--- src/rtl/serial_frame_tx.sv ---
// -----------------------------------------------------------------------------
// serial_frame_tx
//
// Parallel-in, serial-out frame transmitter. A word accepted on a valid/ready
// handshake is sent on tx_o as: start bit (0), data LSB first, optional even
// parity bit, stop bit (1). Every bit is held for CLKS_PER_BIT clock cycles.
//
// Build option:
//   SERIAL_TX_PARITY_EN  defined   -> PARITY state present, even-parity bit
//                                     sent between the last data bit and stop
//                        undefined -> DATA goes straight to STOP
//
// Parameters:
//   DATA_W        data word width, 1..16
//   CLKS_PER_BIT  clock cycles per bit, >= 1
//
// Ports:
//   clk_i    single clock, rising edge
//   rst_i    asynchronous, active-high reset
//   data_i   word to send, sampled only at accept
//   valid_i  requester has a word on data_i
//   ready_o  idle and able to accept (registered)
//   tx_o     serial line, idles high (registered)
//   busy_o   frame in progress, always the inverse of ready_o (registered)
//   done_o   one-cycle pulse on the first cycle back in IDLE (registered)
//
// State | meaning
// ------+---------------------------------------------------------------
// IDLE  | line high, ready for a word; done_o high on the first cycle here
// START | start bit (0) on the line
// DATA  | shift_q[0] on the line, shifted right at each bit boundary
// PARITY| even parity of the latched word (only with SERIAL_TX_PARITY_EN)
// STOP  | stop bit (1) on the line
// -----------------------------------------------------------------------------
module serial_frame_tx #(
  parameter int DATA_W       = 8,
  parameter int CLKS_PER_BIT = 4
) (
  input  logic              clk_i,
  input  logic              rst_i,
  input  logic [DATA_W-1:0] data_i,
  input  logic              valid_i,
  output logic              ready_o,
  output logic              tx_o,
  output logic              busy_o,
  output logic              done_o
);

  localparam int TICK_W = (CLKS_PER_BIT > 1) ? $clog2(CLKS_PER_BIT) : 1;
  localparam int BIT_W  = (DATA_W > 1) ? $clog2(DATA_W) : 1;

  localparam logic [TICK_W-1:0] TICK_LAST = TICK_W'(CLKS_PER_BIT - 1);
  localparam logic [BIT_W-1:0]  BIT_LAST  = BIT_W'(DATA_W - 1);

  typedef enum logic [2:0] {
    S_IDLE,
    S_START,
    S_DATA,
`ifdef SERIAL_TX_PARITY_EN
    S_PARITY,
`endif
    S_STOP
  } state_t;

  state_t            state_q;
  logic [TICK_W-1:0] tick_q;
  logic [BIT_W-1:0]  bit_cnt_q;
  logic [DATA_W-1:0] shift_q;
  logic [DATA_W-1:0] shift_nxt;
  logic              bit_end;

`ifdef SERIAL_TX_PARITY_EN
  // Parity is taken from data_i at accept, since shift_q is consumed as the
  // frame goes out.
  logic              parity_q;
`endif

  assign shift_nxt = shift_q >> 1;
  assign bit_end   = (tick_q == TICK_LAST);

  always_ff @(posedge clk_i or posedge rst_i) begin
    if (rst_i) begin
      state_q   <= S_IDLE;
      tick_q    <= '0;
      bit_cnt_q <= '0;
      shift_q   <= '0;
      tx_o      <= 1'b1;
      ready_o   <= 1'b1;
      busy_o    <= 1'b0;
      done_o    <= 1'b0;
`ifdef SERIAL_TX_PARITY_EN
      parity_q  <= 1'b0;
`endif
    end else begin
      done_o <= 1'b0;
      case (state_q)
        S_IDLE: begin
          // ready_o is high throughout IDLE, so valid_i alone means accept.
          if (valid_i) begin
            shift_q   <= data_i;
            tick_q    <= '0;
            bit_cnt_q <= '0;
`ifdef SERIAL_TX_PARITY_EN
            parity_q  <= ^data_i;
`endif
            tx_o      <= 1'b0;
            ready_o   <= 1'b0;
            busy_o    <= 1'b1;
            state_q   <= S_START;
          end
        end

        S_START: begin
          if (bit_end) begin
            tick_q  <= '0;
            tx_o    <= shift_q[0];
            state_q <= S_DATA;
          end else begin
            tick_q <= tick_q + 1'b1;
          end
        end

        S_DATA: begin
          if (bit_end) begin
            tick_q  <= '0;
            shift_q <= shift_nxt;
            if (bit_cnt_q == BIT_LAST) begin
              bit_cnt_q <= '0;
`ifdef SERIAL_TX_PARITY_EN
              tx_o      <= parity_q;
              state_q   <= S_PARITY;
`else
              tx_o      <= 1'b1;
              state_q   <= S_STOP;
`endif
            end else begin
              bit_cnt_q <= bit_cnt_q + 1'b1;
              tx_o      <= shift_nxt[0];
            end
          end else begin
            tick_q <= tick_q + 1'b1;
          end
        end

`ifdef SERIAL_TX_PARITY_EN
        S_PARITY: begin
          if (bit_end) begin
            tick_q  <= '0;
            tx_o    <= 1'b1;
            state_q <= S_STOP;
          end else begin
            tick_q <= tick_q + 1'b1;
          end
        end
`endif

        S_STOP: begin
          if (bit_end) begin
            tick_q  <= '0;
            ready_o <= 1'b1;
            busy_o  <= 1'b0;
            done_o  <= 1'b1;
            state_q <= S_IDLE;
          end else begin
            tick_q <= tick_q + 1'b1;
          end
        end

        default: begin
          tx_o    <= 1'b1;
          ready_o <= 1'b1;
          busy_o  <= 1'b0;
          state_q <= S_IDLE;
        end
      endcase
    end
  end

endmodule

--- config.mk ---
export PLATFORM = sky130hd
export DESIGN_NAME = serial_frame_tx
export DESIGN_NICKNAME = d
export VERILOG_FILES = /design/src/rtl/serial_frame_tx.sv
export SDC_FILE = /design/constraint.sdc
export NUM_CORES = 1
export LEC_CHECK = 0
export CORE_UTILIZATION = 50
export CTS_CLUSTER_DIAMETER = 60
export DETAILED_ROUTE_END_ITERATION = 10
export GPL_TIMING_DRIVEN = 0
export PLACE_DENSITY = 0.74
export SLEW_MARGIN = 25
export SYNTH_ARGS = -nofsm -noshare
export SYNTH_HDL_FRONTEND = slang
export SYNTH_SLANG_ARGS = --single-unit
--- constraint.sdc ---
create_clock -name clk_i -period 2.3 [get_ports clk_i]
set_clock_uncertainty 0.2 [all_clocks]
set_input_delay 0.69 -clock clk_i [delete_from_list [all_inputs] [get_ports clk_i]]
set_output_delay 0.69 -clock clk_i [all_outputs]
set_load 0.01 [all_outputs]
==> results.yml <==
run_status:
  status: "finished clean"
sta:
  finalCriticalPeriod_ns: 2.15
  hold_viol_final: 0
  setup_viol: 0
  worstMarginPinSlew_ns: 0.711
  fin_crit_sh_pct: 93.5
  fmax_ghz: 0.465
  slew_violations: 0
  fin_ws_ns: 0.149
  setup_tns_ns: 0
  slew_headroom_pct: 52.5
  rsz0062_at_grt: "no"
placed_design:
  place_ws_ns: -0.169
  post-dp-hpwl_um: 1400
  routabilityCongestion: 0.777
  place_inst: 133
  portBuffers: 14
power:
  power_mw: 1.75
  ir_drop_mv: 0.808
  leakagePower_nw: 0.601
  power_density_nw_per_um2: 1350
detailed_routing:
  drc: 0
  ant_nets: 0
  wl_per_cell_um: 13.8
  drt_pass1_iterations: 4
  vias_per_cell: 5.39
  drt_iter0_drc: 13
  vias: 739
  route.final.wire_length_um: 1890
logic_synthesis:
  synth_edf_count: 0
  synth_top_area_share_pct: 38.8
  async_flop_share_pct: 100
  ys_ff_latch: 19
  synthCells: 92
  yosysSeqAreaShare_pct: 43.6
  netlist_area_um2: 1100
  synth_top_flop_cell: "dfrtp_1"
  ys_warn_count: 0
  synth_nets: 112
  synth_area_leaders: "dfrtp_1 (39%), mux2_2 (15%), ha_1 (10%)"
  yosys.area.top_type: "dfrtp_1"
  avgSynthCellArea_um2: 11.9
  yosysUniqueCellTypes: 29
die:
  dieArea_um2: 2380
  die_w_um: 48.8
  num_io_pins: 15
  fp.coreArea_um2: 2000
  chipHeight_um: 48.8
  initial_utilization_pct: 54.7
  rows: 16
flow_run:
  maxCapViolations: 0
setup_path:
  timing.critical_path.buf_inv: 1
  r2r_cells: 6
  path_delay_family: "buffers and inverters"
  path_max_fanout: 8
  regToRegStartpoint: "state_q[0]$_DFFE_PP0P_"
  cp_slowest_cell: "clkdlybuf4s50_1"
  required_ns: 2.31
  r2r_end: "shift_q[0]$_DFFE_PP0P_"
  critPathArrivalTime_ns: 2.16
  cp-start-kind: "primary input"
  critPathLaunch: "valid_i"
  cp-end-kind: "flip-flop"
  slowest_delay_ns: 0.62
  reg2reg_slack_ns: 0.27
  critPathKind: "primary input to flip-flop"
  crit_chain: "clkdlybuf4s50_1 -> mux2i_2 -> a21oi_4 -> mux2_2"
clock_tree:
  clk_latency_ns: 0.31
  cts_buffer_depth: 2
  cts_root_buf: "clkbuf_4"
  postCtsHoldBufs: 0
  cts_buffers: 3
  cts_sinks: 19
  htree_levels: 1
  cts_tree: "built"
  clk_pin_slew_ns: 0.11
finish:
  layout_commonest_cell: "dfrtp_1"
  syn2layout_area_growth_pct: 18.8
  fillers: 171
  final_nets: 131
  antennaDiodeCount: 0
  final_cell_mix: "dfrtp_1 (17), mux2_2 (15), clkdlybuf4s50_1 (12)"
  drive_gt1_share_pct: 24.5
  fin_cells: 137
grt:
  grt_max_degree: 20
  grt_use_total_pct: 19.2
  antenna_found_initial: 0
  gr-total-overflow: 0
  grt_pass1_wl_um: 3450
  grt_pass1_vias: 785
min_path:
  whs_endpoint: "shift_q[6]$_DFFE_PP0P_"
  hold_depth: 1
  hp-class: "flip-flop to flip-flop"
  worstHoldStart: "shift_q[6]$_DFFE_PP0P_"
-- cells in the mapped netlist (3+ instances only) --
cell type,instances
inv_1,8
nand2b_1,3
a22o_1,3
o21ai_0,6
nand2_1,5
mux2_2,15
ha_1,9
dfrtp_1,17
-- cell families after synthesis --
| logic type | after synthesis | synth area share, % |
|---|---|---|
| mux | 19 | 19.9 |
| flops | 19 | 43.6 |
| compound gates | 18 | 12.6 |
| simple gates | 16 | 8.22 |
| buf+inv | 11 | 5.48 |
| fa+ha+maj | 9 | 10.3 |
-- metal layers --
layer  up-vias  GRT usage, %  wire (um)
li1        362             -          -
met1       362          23.8        887
met2        10          30.8        897
met3         5          3.74         54
met4         0          11.8         49
met5         -             0          0
-- timing repair --
item	CTS	global route
setup buffers	0	0
endpoints found under the setup margin	0	2
resized for setup	0	2
-- through the flow --
step | cell area [um2] | util (%) | hold slack (ns)
final | 1300 | 65.1 | 0.318
after global routing | 1300 | 65.1 | 0.334
after CTS | 1300 | 64.8 | 0.318
after detailed placement | 1270 | 63.4 | 0.293
after global placement | 1270 | 63.4 | 0.285
after floorplan | 1100 | - | 0.275
-- worst reg2reg max path: stages, from the launching register on --
cell and delay, ns:
dfrtp_1 0.42, inv_1 0.14, ha_1 0.18, buf_4 0.19, mux2i_2 0.14, a21oi_4 0.29, mux2_2 0.37
-- power breakdown --
group	internal (mW)	switching (mW)
sequential	0.500	0.0960
clock	0.0651	0.109
combinational	0.536	0.448
-- state kept, by name (all words and copies together), names as in the netlist --
register   flops
busy_o         1
ready_o        1
state_q        2
tx_o           1
bit_cnt_q      3
tick_q         2
shift_q        8
done_o         1
-- worst max-delay path by stage --
stage               slack, ns                endpoint  depth (start not counted)
detailed placement      -0.17  shift_q[0]$_DFFE_PP0P_                          4
floorplan                0.47  shift_q[0]$_DFFE_PP0P_                          6
global route             0.10  shift_q[1]$_DFFE_PP0P_                          4
global placement        -0.14  shift_q[6]$_DFFE_PP0P_                          4
finish                   0.15  shift_q[0]$_DFFE_PP0P_                          4
CTS                     0.005                 ready_o                          1
-- cell type report --
cell class | instances | area (um2) | share of cell area, %
Multi-Input combinational cell | 62 | 558 | 42.8
Sequential cell | 19 | 478 | 36.7
Buffer | 3 | 30.0 | 2.31
Clock inverter | 1 | 5.00 | 0.384
Tap cell | 27 | 33.8 | 2.59
Clock buffer | 3 | 22.5 | 1.73
Inverter | 8 | 30.0 | 2.31
Timing Repair Buffer | 14 | 145 | 11.1
(Power assumes the default switching activity.)
